<file path="config.mk">
export PLATFORM = sky130hd
export DESIGN_NAME = echo_meas
export DESIGN_NICKNAME = d
export VERILOG_FILES = /design/src/rtl/car_pkg.sv /design/src/rtl/echo_sync.sv /design/src/rtl/echo_meas.sv
export SDC_FILE = /design/constraint.sdc
export NUM_CORES = 1
export LEC_CHECK = 0
export ABC_AREA = 1
export CORE_ASPECT_RATIO = 1.75
export CORE_MARGIN = 8
export CORE_UTILIZATION = 60
export DETAILED_ROUTE_END_ITERATION = 6
export PLACE_DENSITY = 0.75
export SKIP_LAST_GASP = 1
export SLEW_MARGIN = 25
export SYNTH_ARGS = -nofsm -noshare
export SYNTH_HDL_FRONTEND = slang
export SYNTH_SLANG_ARGS = --single-unit
</file>
<file path="constraint.sdc">
create_clock -name clk -period 7.28 [get_ports clk]
set_clock_uncertainty 0.2 [all_clocks]
set_input_delay 0.728 -clock clk [delete_from_list [all_inputs] [get_ports clk]]
set_output_delay 0.728 -clock clk [all_outputs]
set_load 0.02 [all_outputs]
</file>
<file path="src/rtl/car_pkg.sv">
// Shared constants and FSM encoding for the ultrasonic ranging path.
// The trigger generator reuses CLK_PER_US from here.
package car_pkg;

    localparam int unsigned CLK_PER_US = 125;
    localparam int unsigned MAX_US     = 38000;
    localparam int unsigned ARM_TO_US  = 2000;
    localparam int unsigned K_MM       = 11239;

    localparam int unsigned DATA_W = 16;
    localparam int unsigned PROD_W = 32;

    typedef enum logic [2:0] {
        IDLE     = 3'd0,
        ARM      = 3'd1,
        MEAS     = 3'd2,
        CALC     = 3'd3,
        DONE     = 3'd4,
        WAIT_LOW = 3'd5
    } state_e;

endpackage

</file>
<file path="src/rtl/echo_sync.sv">
// Two-flop synchroniser for the asynchronous echo input, plus one extra
// stage so rising/falling edges can be decoded in the clk domain.
module echo_sync (
    input  logic clk,
    input  logic rst_n,
    input  logic echo,
    output logic echo_s,
    output logic rise,
    output logic fall
);

    logic echo_meta;
    logic echo_d;

    always_ff @(posedge clk or negedge rst_n) begin
        if (!rst_n) begin
            echo_meta <= 1'b0;
            echo_s    <= 1'b0;
            echo_d    <= 1'b0;
        end else begin
            echo_meta <= echo;
            echo_s    <= echo_meta;
            echo_d    <= echo_s;
        end
    end

    assign rise = echo_s & ~echo_d;
    assign fall = ~echo_s & echo_d;

endmodule

</file>
<file path="src/rtl/echo_meas.sv">
// Measures the ranger echo high time in microseconds after each trigger and
// scales it to millimetres; one valid or timeout strobe per trigger.
module echo_meas
    import car_pkg::*;
#(
    parameter int unsigned CLK_PER_US = car_pkg::CLK_PER_US,
    parameter int unsigned MAX_US     = car_pkg::MAX_US,
    parameter int unsigned ARM_TO_US  = car_pkg::ARM_TO_US,
    parameter int unsigned K_MM       = car_pkg::K_MM
) (
    input  logic              clk,
    input  logic              rst_n,
    input  logic              trig,
    input  logic              echo,
    output logic [DATA_W-1:0] echo_us,
    output logic [DATA_W-1:0] dist_mm,
    output logic              valid,
    output logic              timeout,
    output logic              busy
);

    localparam int unsigned US_W = (CLK_PER_US > 1) ? $clog2(CLK_PER_US) : 1;

    state_e            state_q;
    state_e            state_next;
    logic [US_W-1:0]   us_cnt_q;
    logic [DATA_W-1:0] cnt_q;
    logic [DATA_W-1:0] cnt_next;
    logic [PROD_W-1:0] product_q;
    logic              trig_d;
    logic              trig_fall;
    logic              tick;
    logic              echo_s;
    logic              rise;
    logic              fall;
    logic              load_result;
    logic              timeout_set;

    echo_sync u_echo_sync (
        .clk    (clk),
        .rst_n  (rst_n),
        .echo   (echo),
        .echo_s (echo_s),
        .rise   (rise),
        .fall   (fall)
    );

    assign trig_fall = ~trig & trig_d;
    assign tick      = (us_cnt_q == US_W'(CLK_PER_US - 1));

    // cnt_q is the arm wait counter in ARM and the echo width in MEAS/CALC
    always_comb begin
        state_next  = state_q;
        cnt_next    = cnt_q;
        load_result = 1'b0;
        timeout_set = 1'b0;
        unique case (state_q)
            IDLE: begin
                if (trig_fall) begin
                    state_next = ARM;
                    cnt_next   = '0;
                end
            end
            ARM: begin
                if (rise) begin
                    state_next = MEAS;
                    cnt_next   = '0;
                end else if (tick) begin
                    cnt_next = cnt_q + DATA_W'(1);
                    if (cnt_q == DATA_W'(ARM_TO_US - 1)) begin
                        state_next  = IDLE;
                        timeout_set = 1'b1;
                    end
                end
            end
            MEAS: begin
                cnt_next = cnt_q + DATA_W'(tick);
                if (fall) begin
                    state_next = CALC;
                end else if (tick && (cnt_q == DATA_W'(MAX_US - 1))) begin
                    state_next  = WAIT_LOW;
                    timeout_set = 1'b1;
                end
            end
            CALC: begin
                state_next  = DONE;
                load_result = 1'b1;
            end
            DONE: begin
                state_next = IDLE;
            end
            WAIT_LOW: begin
                if (!echo_s) begin
                    state_next = IDLE;
                end
            end
            default: begin
                state_next = IDLE;
            end
        endcase
    end

    always_ff @(posedge clk or negedge rst_n) begin
        if (!rst_n) begin
            state_q <= IDLE;
            cnt_q   <= '0;
            trig_d  <= 1'b0;
        end else begin
            state_q <= state_next;
            cnt_q   <= cnt_next;
            trig_d  <= trig;
        end
    end

    // Prescaler restarts on every state change so each state counts whole us
    always_ff @(posedge clk or negedge rst_n) begin
        if (!rst_n) begin
            us_cnt_q <= '0;
        end else if ((state_next != state_q) || tick) begin
            us_cnt_q <= '0;
        end else begin
            us_cnt_q <= us_cnt_q + US_W'(1);
        end
    end

    // Result registers load in CALC so they are visible alongside valid in DONE
    always_ff @(posedge clk or negedge rst_n) begin
        if (!rst_n) begin
            echo_us   <= '0;
            product_q <= '0;
            valid     <= 1'b0;
            timeout   <= 1'b0;
            busy      <= 1'b0;
        end else begin
            valid   <= load_result;
            timeout <= timeout_set;
            busy    <= (state_next != IDLE);
            if (load_result) begin
                echo_us   <= cnt_q;
                product_q <= PROD_W'(cnt_q) * PROD_W'(K_MM);
            end
        end
    end

    assign dist_mm = DATA_W'(product_q >> DATA_W);

endmodule

</file>
Word-level counts from Yosys, hierarchy flattened
Cells that the tools add are included.
W data, S select, Z words.

word-level totals
  bits in registers = 79
  input port bits = 4
  output and inout bits = 35
  logic and storage cells = 58

cells by class
  add/sub/neg operators = 3
  multipliers = 1
  equality and inequality tests = 10
  muxes and demuxes = 20
  bitwise gates (word level) = 6
  reductions and logical operators = 6

operator list
  operator                  count
  $mux W16                  3
  $pmux W16 S3              1
  $mul A16 B14 Y30 const B  1
  $mux W3                   7
  $add A16 B1 Y16           1
  $add A16 B1 Y16 const B   1
  $eq A16 B11 Y1 const B    1
  $eq A16 B16 Y1 const B    1
  $pmux W3 S5               1
  $add A7 B1 Y7 const B     1
  $eq A7 B7 Y1 const B      1
  $mux W7                   1
  $eq A3 B2 Y1 const B      2
  $mux W1                   6
  $reduce_bool A3 Y1        2
  $and A1 B1 Y1             3
  $eq A3 B1 Y1 const B      1
  $eq A3 B3 Y1 const B      1
  $logic_not A3 Y1          1
  $ne A3 B3 Y1              1
  $ne A3 B3 Y1 const B      1
  $not A1 Y1                3
  $reduce_and A3 Y1         1
  $ne A2 B2 Y1 const B      1
  other kinds (3)           3

Depth between registers and ports, before layout
Gate-level depths: netlist (run 1).

  depth after elaboration = 8
  gate-level depth with buffers = 24
  mapped depth without buffers = 24

Cells and area by module
Synthesis (run 1) repeated with hierarchy kept, for this count alone.

second synthesis, totals
  cell total of the unflattened synthesis = 1118
  area total of the unflattened synthesis = 8794.7 um2

by module, submodules not included
  module     instances  cells an instance  area each (um2)  seq. area each (um2)
  echo_meas  1          1111               8704.6           1501.4
  echo_sync  1          7                  90.1             75.1

Worst setup path after synthesis (run 1)
No wires, ideal clock.

  path kind = register to register
  from = register cnt_q[7]
  to = register product_q[29]
  library setup time = 0.118 ns
  arrival = 4.734 ns
  data required time = 6.962 ns
  slack = 2.229 ns
  cell stages (with the launch flop) = 22
  path buffers = 0
  period minus slack after synthesis = 5.051 ns
  path through = dfrtp_1 -> fa_1 -> inv_1 -> fa_1 -> inv_1 -> fa_1 -> fa_1 -> fa_1 -> inv_1 -> fa_1 -> inv_1 -> ha_1 -> nand2_1 -> inv_1 -> nand2_1 -> nor2_1 -> and3_1 -> nand2_1 -> nand2_1 -> nand2_1 -> nand3_1 -> nand2_1

between the ends
  longest elaborated chain between the ends = 1

ends and longest elaborated chain
  what                      RTL line          text
  start: declaration        echo_meas.sv:27   logic [DATA_W-1:0] cnt_q;
  start signal: assignment  echo_meas.sv:110  cnt_q <= cnt_next;
  $mul A16 B14 Y30          echo_meas.sv:140  product_q <= PROD_W'(cnt_q) * PROD_W'(K_MM);
  end signal: assignment    echo_meas.sv:140
  end: declaration          echo_meas.sv:29   logic [PROD_W-1:0] product_q;

No other way between the ends.
A chain may end at the register's enable or synchronous reset.

Worst setup path after layout (run 1)
  from = register cnt_q[7]
  to = register product_q[25]

The elaborated chain is that of the path after synthesis.

==> results of run 1 <==
logic make-up (layout without fill, tap and decap cells):
logic type               Yosys count  count (layout)
AO/OA/AOI/OAI                     99              99
buffers and inverters            308             349
flip-flops                        63              63
XOR/XNOR                           8               8
other                              1               2
AND/OR/NAND/NOR                  388             388
adder cells (fa/ha/maj)          226             226
placed cells by master, fill, tap and decap left out, types with 16 or more instances in the layout:
cell	n
clkdlybuf4s50_1	35
nand2_1	232
inv_1	291
dfrtp_1	63
nand3_1	55
nor2_1	47
fa_1	101
nand4_1	18
nor3_1	16
a21oi_1	32
ha_1	125
o21ai_0	37
power by group through the flow:
stage | registers, mW | logic (mW) | clock network (mW)
after floorplan | 0.604 | 1.85 | 0
after global placement | 0.572 | 2.62 | 0
after detailed placement | 0.573 | 2.64 | 0
after CTS | 0.570 | 2.68 | 0.448
after global routing | 0.584 | 3.06 | 0.460
final | 0.571 | 2.67 | 0.446
metrics by stage:
stage          utilization [%]  area, sq um
2_1_floorplan                -         8680
3_3_place_gp              64.3         9190
3_5_place_dp              64.3         9190
4_1_cts                   66.3         9480
5_1_grt                   66.3         9480
6_report                  66.3         9480
synthesized netlist by cell type (3+ instances only):
cell type | count | share of area (%)
a21oi_1 | 32 | 1.8
a32oi_1 | 3 | 0.30
clkbuf_1 | 5 | 0.22
dfrtp_1 | 63 | 18
fa_1 | 101 | 23
ha_1 | 125 | 18
inv_1 | 291 | 13
inv_2 | 3 | 0.13
nand2_1 | 232 | 10
nand2_2 | 6 | 0.43
nand3_1 | 55 | 3.2
nand4_1 | 18 | 1.3
nor2_1 | 47 | 2.0
nor2_2 | 4 | 0.29
nor3_1 | 16 | 0.92
o21ai_0 | 37 | 2.1
o21ai_1 | 3 | 0.17
o21bai_1 | 4 | 0.35
o22ai_1 | 4 | 0.29
xor2_1 | 6 | 0.61
cell type report:
| cell class | instances | area, sq um | area share (%) |
|---|---|---|---|
| multi-input combinational | 723 | 5910 | 62.3 |
| sequential | 63 | 1580 | 16.6 |
| inverter | 296 | 1120 | 11.8 |
| timing repair buffer | 37 | 363 | 3.83 |
| clock buffer | 9 | 225 | 2.37 |
| tap | 180 | 225 | 2.37 |
| clock inverter | 7 | 72.6 | 0.765 |
path summary, 6_finish.rpt:
check                                                startpoint  cells past startpoint                            to  slack, ns
worst min register to register  u_echo_sync.echo_meta$_DFF_PN0_                      0  u_echo_sync.echo_s$_DFF_PN0_       0.15
max in group asynchronous                                 rst_n                      2         cnt_q[12]$_DFFE_PN0P_       5.93
worst min-delay path            u_echo_sync.echo_meta$_DFF_PN0_                      0  u_echo_sync.echo_s$_DFF_PN0_       0.15
worst max-delay path                       cnt_q[7]$_DFFE_PN0P_                     20     product_q[25]$_DFFE_PN0P_       1.54
min in group asynchronous                                 rst_n                      2        echo_us[1]$_DFFE_PN0P_       0.37
worst max register to register             cnt_q[7]$_DFFE_PN0P_                     20     product_q[25]$_DFFE_PN0P_       1.54
registers in the layout, summed over array words and instances, names as in the netlist:
name                   cells
u_echo_sync.echo_d         1
product_q                 14
us_cnt_q                   7
timeout                    1
trig_d                     1
u_echo_sync.echo_s         1
echo_us                   16
cnt_q                     16
busy                       1
u_echo_sync.echo_meta      1
state_q                    3
valid                      1
critical path, delay by kind of cell, from the launching register on:
kind                     cells  cell delay (ns)
adder cells (fa/ha/maj)      7             3.43
flip-flops                   1             0.72
AND/OR/NAND/NOR              6             0.55
AO/OA/AOI/OAI                2             0.51
buffers and inverters        5             0.27
metal layers:
layer	part of all wire [%]	up-vias	global-route usage [%]	wire length, um
met1	35	3360	26.8	8240
li1	-	3427	-	-
met2	54	219	49.2	12800
met4	7.2	0	20.0	1700
met5	0	-	0	0
met3	3.5	98	3.32	825
==> impl_metrics.json, run 1 <==
{
  "status": "complete, no violations",
  "drive_above_1_share_pct": 3.52,
  "synth_seq_cells": 63,
  "antenna_found_initial": 0,
  "critPathSlowestCell": "dfrtp_1",
  "synthToLayoutAreaGrowth_pct": 9.30,
  "fin_setup_tns_ns": 0,
  "worst_slew_pin_slew_ns": 0.959,
  "cts_buffer_depth": 2,
  "cts_tree": "done",
  "crit_required_ns": 7.36,
  "crit_type": "flop to flop",
  "drt_iter0_markers": 333,
  "setup_violations": 0,
  "dp_hpwl_um": 19500,
  "clk_pin_slew_ns": 0.06,
  "portBuffers": 36,
  "hold_viol": 0,
  "drtAntennaViolNets": 0,
  "detail_route.wl_per_cell_um": 17.9,
  "routed_wl_um": 23600,
  "clk_root_buffer_cell": "clkbuf_16",
  "intPower_mw": 1.68,
  "switching_share_pct": 54.3,
  "power_frac_clock_pct": 12.1,
  "switchingPower_mw": 2.00,
  "remaining_drc_errors": 0,
  "synth_compound_area_share_pct": 6.72,
  "diodes": 0,
  "min_period_ns": 5.74,
  "slowest_delay_ns": 0.72,
  "cts.sinks": 63,
  "avgSynthCellArea_sq_um": 7.94,
  "start_kind": "flop",
  "fp-row-count": 58,
  "grt_usage_pct": 26.9,
  "dieArea_sq_um": 18700,
  "final.setup.worst_slack_ns": 1.54,
  "p_total_mw": 3.68,
  "cts_resized": 0,
  "worst_hold_path_type": "flop to flop",
  "vias": 7104,
  "h-tree-depth": 3,
  "synth_edf_count": 0,
  "end_kind": "flop",
  "place_inst": 1299,
  "fin_crit_sh_pct": 78.9,
  "synthXorXnorAreaFrac_pct": 0.807,
  "post_cts_buffers": 0,
  "ys_seq_area_share_pct": 18.2,
  "fin_nets": 1360,
  "leakagePower_nw": 5.50,
  "start_util_pct": 60.7,
  "peakVddDrop_uv": 203,
  "critPathMostFrequentCell": "fa_1",
  "worstPathArrival_ns": 5.82,
  "cts_hold_buf": 0,
  "maxSlewViolCount": 0,
  "holdWs_ns": 0.148,
  "synth_ff_type": "dfrtp_1",
  "ys_warn_count": 0,
  "clkLatencyLatePin_ns": 0.34,
  "combPwrFrac_pct": 72.4,
  "yosysUniqueCellTypes": 48,
  "core_sq_um": 14300,
  "via_per_inst": 5.40,
  "cellPowerDensity_nw_per_um2": 388,
  "die_w_um": 107,
  "relSlewSlack_pct": 36.0,
  "synth_simple_gate_area_share_pct": 19.1,
  "cts_made_buffers": 9,
  "dieHeight_um": 175,
  "synthMuxAreaShare_pct": 0,
  "maxCapViolations": 0,
  "io_pins": 39,
  "crit_path_cell_trace": "fa_1 > fa_1 > inv_1 > fa_1 > inv_1 > fa_1 > fa_1 > inv_1 > fa_1 > inv_1 > ha_1 > nand2_1 > inv_1 > a21oi_1 > o21bai_1 > nand2_1 > nand3_1 > nand2_1 > nand3_1 > nand2_1",
  "gp_congestion": 0.968,
  "syn_inst": 1093,
  "gr-total-overflow": 0,
  "power.share.sequential_pct": 15.5,
  "synth_fa_ha_area_share_pct": 41.3,
  "grt_max_degree": 64,
  "syn-cell-area_sq_um": 8680,
  "drt_pass1_iterations": 7,
  "crit_fanout": 9,
  "first_global_vias": 7561,
  "final_cell_count_no_fill": 1315,
  "rsz0062_at_grt": "no",
  "place_ws_ns": 1.60,
  "grt_pass1_wl_um": 38600,
  "fmax_mhz": 174,
  "synthArstFlopShare_pct": 100,
  "synth_top_family_by_area": "adder cells",
  "fillerInstances": 1234
}
(Power assumes the default switching activity.)
==> run 2: changes to the inputs <==
Clock period 7.28 ns to 5.6 ns, I/O delays scaled along.
==> run 2 against run 1 <==
Compared with the run above:
- non-clock buffer count rose by 31
- core utilization rose by 1.8 points
- global-route usage fell by 0.22 points
- hold slack improved by 0.010 ns
- first-iteration DRC count fell by 16%
- clock-buffer cell count did not move
- wire length rose by 0.16%
- final cell count rose by 2.4%
- sequential power rose by 27%
- sequential share of layout area fell by 0.29 points
- largest power group unchanged
==> impl_metrics.json, run 2 (synthesized netlist as in run 1, its figures left out) <==
{
  "drtAntennaViolNets": 0,
  "final_cell_count_no_fill": 1346,
  "drt_pass1_iterations": 5,
  "drt_iter0_markers": 280,
  "place_inst": 1327,
  "fin_nets": 1391,
  "fillerInstances": 1183,
  "final_common_cell": "inv_1",
  "first_global_vias": 7606,
  "drive_above_1_share_pct": 7.29,
  "grt_max_degree": 64,
  "relSlewSlack_pct": 34.7,
  "cts_made_buffers": 9,
  "antenna_found_initial": 0,
  "gp_congestion": 0.945,
  "final_cell_area_sq_um": 9740,
  "grt_util_met1_pct": 26.0,
  "die_w_um": 107,
  "vias": 7226,
  "cts.sinks": 63,
  "combPwrFrac_pct": 73.4,
  "io_pins": 39,
  "end_kind": "flop",
  "clk_root_buffer_cell": "clkbuf_16",
  "clkLatencyLatePin_ns": 0.33,
  "maxCapViolations": 0,
  "final_cell_mix": "inv_1 (291), nand2_1 (232), ha_1 (125)",
  "start_kind": "flop",
  "cts_buffer_depth": 2,
  "h-tree-depth": 3,
  "critPathMostFrequentCell": "fa_1",
  "dp_hpwl_um": 19700,
  "remaining_drc_errors": 0,
  "placed_cell_area_sq_um": 9400,
  "fp-row-count": 58,
  "diodes": 0,
  "portBuffers": 36,
  "status": "complete, no violations",
  "core_sq_um": 14300,
  "synthToLayoutAreaGrowth_pct": 12.2,
  "slowest_delay_ns": 0.55,
  "crit_type": "flop to flop",
  "peakVddDrop_uv": 299,
  "maxSlewViolCount": 0,
  "grt-busiest-layer": "met2",
  "grt_usage_pct": 26.7,
  "worst_hold_path_type": "flop to flop",
  "place_ws_ns": -0.0158,
  "start_util_pct": 60.7,
  "worst_slew_pin_slew_ns": 0.978,
  "setup_violations": 0,
  "via_per_inst": 5.37,
  "switching_share_pct": 53.5,
  "fin_util_pct": 68.1,
  "min_period_ns": 5.36,
  "worst-path-buf-inv": 5,
  "power.share.sequential_pct": 14.9,
  "grt_use_met2_pct": 49.5,
  "rsz0062_at_grt": "yes",
  "largestRegisters": "cnt_q (16), echo_us (16), product_q (14)",
  "crit_fanout": 9,
  "dieHeight_um": 175,
  "switchingPower_mw": 2.60,
  "grt_pass1_wl_um": 38300,
  "intPower_mw": 2.26,
  "p_total_mw": 4.86,
  "dieArea_sq_um": 18700,
  "fmax_mhz": 187,
  "cts_tree": "done",
  "path_delay_family": "adder cells",
  "hold_viol": 0,
  "critPathSlowestCell": "fa_1",
  "fin_crit_sh_pct": 95.7,
  "use_met3_pct": 3.73,
  "leakagePower_nw": 5.63,
  "detail_route.wl_per_cell_um": 17.5,
  "power_frac_clock_pct": 11.7,
  "routed_wl_um": 23600,
  "gr-total-overflow": 0,
  "crit_required_ns": 5.63,
  "crit_path_cell_trace": "fa_1 > inv_1 > fa_1 > inv_1 > fa_1 > fa_1 > fa_1 > inv_1 > fa_1 > inv_1 > ha_1 > nand2_1 > inv_1 > nand2_1 > nor3_1 > nand3_1 > nand3_1 > nand2_1 > nand3_1 > nand2_1",
  "cellPowerDensity_nw_per_um2": 499,
  "worstPathArrival_ns": 5.39,
  "clk_pin_slew_ns": 0.06,
  "final.setup.worst_slack_ns": 0.241
}
==> run 2: final timing paths <==
check / startpoint / to / slack [ns] / cells past startpoint
hold reg to reg: u_echo_sync.echo_meta$_DFF_PN0_ / u_echo_sync.echo_s$_DFF_PN0_ / 0.16 / 0
hold / removal: u_echo_sync.echo_meta$_DFF_PN0_ / u_echo_sync.echo_s$_DFF_PN0_ / 0.16 / 0
setup reg to reg: cnt_q[7]$_DFFE_PN0P_ / product_q[22]$_DFFE_PN0P_ / 0.24 / 20
min in group asynchronous: rst_n / echo_us[1]$_DFFE_PN0P_ / 0.20 / 2
setup / recovery: cnt_q[7]$_DFFE_PN0P_ / product_q[22]$_DFFE_PN0P_ / 0.24 / 20
max in group asynchronous: rst_n / cnt_q[9]$_DFFE_PN0P_ / 4.38 / 2
==> run 2: what timing repair did <==
item                                    CTS  global route
endpoints found under the setup margin    1            14
buffers inserted                          0             3
pin swaps                                 0             0
hold buffers                              0             0
gates resized for setup                   1            13
==> run 2: power groups by stage <==
stage	clock network [mW]	logic [mW]	registers, mW
floorplan	0	2.41	0.785
detailed placement	0	3.48	0.729
global route	0.596	4.08	0.746
global placement	0	3.44	0.727
finish	0.569	3.56	0.724
CTS	0.576	3.55	0.724
==> run 2: cell type report <==
| cell class | instances | area, sq um | area share [%] |
|---|---|---|---|
| well taps | 180 | 225 | 2.31 |
| inverters | 296 | 1120 | 11.5 |
| repair buffers | 68 | 596 | 6.12 |
| flip-flops and latches | 63 | 1590 | 16.3 |
| multi-input cells | 723 | 5910 | 60.7 |
| clock buffers | 9 | 225 | 2.31 |
| clock inverters | 7 | 71.3 | 0.732 |
==> run 2: worst reg2reg max path: cells and delay by family, from the launching register on <==
kind	cells	cell delay (ns)
adders and majority gates	7	3.41
and+or+nand+nor	8	0.86
DFF	1	0.49
buffers and inverters	5	0.28
==> run 2: per-layer routing <==
layer / vias to the layer above / wire, um
met5: - / 0
met4: 0 / 1810
met3: 84 / 712
met2: 200 / 12900
met1: 3449 / 8170
li1: 3493 / -
==> run 2: stage by stage <==
stage                     setup TNS (ns)  hold slack [ns]
after floorplan                        0           0.0644
after global placement                 0            0.137
after detailed placement         -0.0158            0.143
after CTS                              0            0.166
after global routing             -0.0229            0.174
final                                  0            0.158
==> run 3: changes to the inputs <==
Settings changed: CORE_UTILIZATION 60 to 61, PLACE_DENSITY 0.75 to 0.76.
==> run 3 against run 2 <==
Compared with the run above:
- via count decreased by 1.1%
- maximum frequency decreased by 0.56%
- first-iteration DRC count increased by 16%
- flip-flop and latch count unchanged
==> impl_metrics.json, run 3 (synthesized netlist as in run 1, its figures left out) <==
{
  "status": "complete, no violations",
  "rsz0062_at_grt": "yes",
  "core_sq_um": 13900,
  "end_kind": "flop",
  "crit_fanout": 8,
  "gr-total-overflow": 0,
  "critPathMostFrequentCell": "fa_1",
  "worst_hold_path_type": "flop to flop",
  "detail_route.wl_per_cell_um": 17.5,
  "final.setup.worst_slack_ns": 0.211,
  "die_w_um": 106,
  "hold_viol": 0,
  "first_global_vias": 7490,
  "diodes": 0,
  "maxSlewViolCount": 0,
  "antenna_found_initial": 0,
  "dieArea_sq_um": 18400,
  "routed_wl_um": 23500,
  "clkLatencyLatePin_ns": 0.35,
  "setup_violations": 0,
  "cts_buffer_depth": 2,
  "maxCapViolations": 0,
  "final_cell_mix": "inv_1 (291), nand2_1 (232), ha_1 (125)",
  "relSlewSlack_pct": 28.9,
  "final_cell_area_sq_um": 9730,
  "cts_hold_buf": 0,
  "placed_cell_area_sq_um": 9380,
  "gp_congestion": 0.946,
  "remaining_drc_errors": 0,
  "start_kind": "flop",
  "synthToLayoutAreaGrowth_pct": 12.2,
  "vias": 7149,
  "drtAntennaViolNets": 0,
  "portBuffers": 36,
  "leakagePower_nw": 5.64,
  "clk_root_buffer_cell": "clkbuf_16",
  "fin_nets": 1390,
  "clk_pin_slew_ns": 0.06,
  "fillerInstances": 1154,
  "fp-row-count": 57,
  "worst_slew_pin_slew_ns": 1.07,
  "crit_required_ns": 5.64,
  "dp_hpwl_um": 19700,
  "via_per_inst": 5.33,
  "fin_crit_sh_pct": 96.2,
  "crit_path_cell_trace": "buf_4 > fa_1 > fa_1 > fa_1 > fa_1 > fa_1 > inv_1 > fa_1 > inv_1 > ha_1 > nand2_1 > inv_1 > nand2_1 > nor2_1 > nand4_1 > nand3_1 > nand2_1 > nand3_1 > nand2_1",
  "critPathSlowestCell": "fa_1",
  "cellPowerDensity_nw_per_um2": 499,
  "cts_tree": "done",
  "drive_above_1_share_pct": 7.04,
  "start_util_pct": 62.4,
  "place_ws_ns": -0.0694,
  "crit_type": "flop to flop",
  "drt_iter0_markers": 324,
  "largestRegisters": "cnt_q (16), echo_us (16), product_q (14)",
  "dieHeight_um": 174,
  "cts_made_buffers": 9,
  "h-tree-depth": 3,
  "drt_pass1_iterations": 5,
  "r2r_slack_ns": 0.21,
  "slowest_delay_ns": 0.55,
  "worstPathArrival_ns": 5.42,
  "final_common_cell": "inv_1",
  "fmax_mhz": 186,
  "grt_pass1_wl_um": 38300,
  "grt_max_degree": 64,
  "cts.sinks": 63,
  "fin_setup_tns_ns": 0,
  "peakVddDrop_uv": 263,
  "grt_usage_pct": 26.9,
  "min_period_ns": 5.39,
  "io_pins": 39,
  "fin_util_pct": 70.0
}
==> run 3: changes by cell type in the layout (fill, tap and decap cells not counted), moves of 2 or more <==
cell / previous run / this run
dfrtp_1: 52 / 56
dfrtp_2: 11 / 7
nor3_1: 16 / 14
nor3_2: 0 / 2
==> run 3: area by class of cell <==
| type | count | area, sq um | area share, % |
|---|---|---|---|
| tap | 177 | 221 | 2.28 |
| clock buffer | 9 | 225 | 2.31 |
| clock inverter | 7 | 72.6 | 0.746 |
| sequential | 63 | 1590 | 16.3 |
| inverter | 296 | 1120 | 11.5 |
| multi-input combinational | 723 | 5920 | 60.9 |
| timing repair buffer | 67 | 588 | 6.04 |
==> run 3: what timing repair did <==
item	CTS	global route
gates resized for setup	1	12
pin swaps	0	0
endpoints found under the setup margin	9	14
setup buffers	0	4
==> run 3: stage by stage <==
stage          hold slack (ns)  power [mW]  std cells
2_1_floorplan           0.0644        3.19       1094
6_report                 0.156        4.86       1342
3_5_place_dp             0.150        4.21       1322
4_1_cts                  0.163        4.85       1338
5_1_grt                  0.178        5.41       1342
3_3_place_gp             0.141        4.15       1322
==> run 3: where the power goes <==
group | leakage, nW | internal [mW] | switching (mW) | total, mW
Sequential | 0.834 | 0.572 | 0.151 | 0.723
Clock | 0.142 | 0.345 | 0.238 | 0.584
Combinational | 4.66 | 1.33 | 2.22 | 3.55
Total | 5.64 | 2.25 | 2.61 | 4.86
==> run 3: critical path, delay by kind of cell, from the launching register on <==
kind	cells	cell delay (ns)
AND/OR/NAND/NOR	8	0.87
flip-flops	1	0.48
adder cells (fa/ha/maj)	7	3.38
buffers and inverters	4	0.33
==> run 3: path summary, 6_finish.rpt <==
| kind | startpoint | to | cells after the start |
|---|---|---|---|
| hold / removal | u_echo_sync.echo_meta$_DFF_PN0_ | u_echo_sync.echo_s$_DFF_PN0_ | 0 |
| setup / recovery | cnt_q[7]$_DFFE_PN0P_ | product_q[21]$_DFFE_PN0P_ | 19 |
| max in group asynchronous | rst_n | cnt_q[11]$_DFFE_PN0P_ | 2 |
| hold reg to reg | u_echo_sync.echo_meta$_DFF_PN0_ | u_echo_sync.echo_s$_DFF_PN0_ | 0 |
| setup reg to reg | cnt_q[7]$_DFFE_PN0P_ | product_q[21]$_DFFE_PN0P_ | 19 |
| min in group asynchronous | rst_n | echo_us[6]$_DFFE_PN0P_ | 2 |
==> run 3: metal layers <==
metal | vias up | track usage, % | share of wire, %
met1 | 3361 | 26.7 | 34
met3 | 87 | 3.16 | 3.5
li1 | 3492 | - | -
met5 | - | 0 | 0
met2 | 209 | 50.4 | 55
met4 | 0 | 17.8 | 6.9
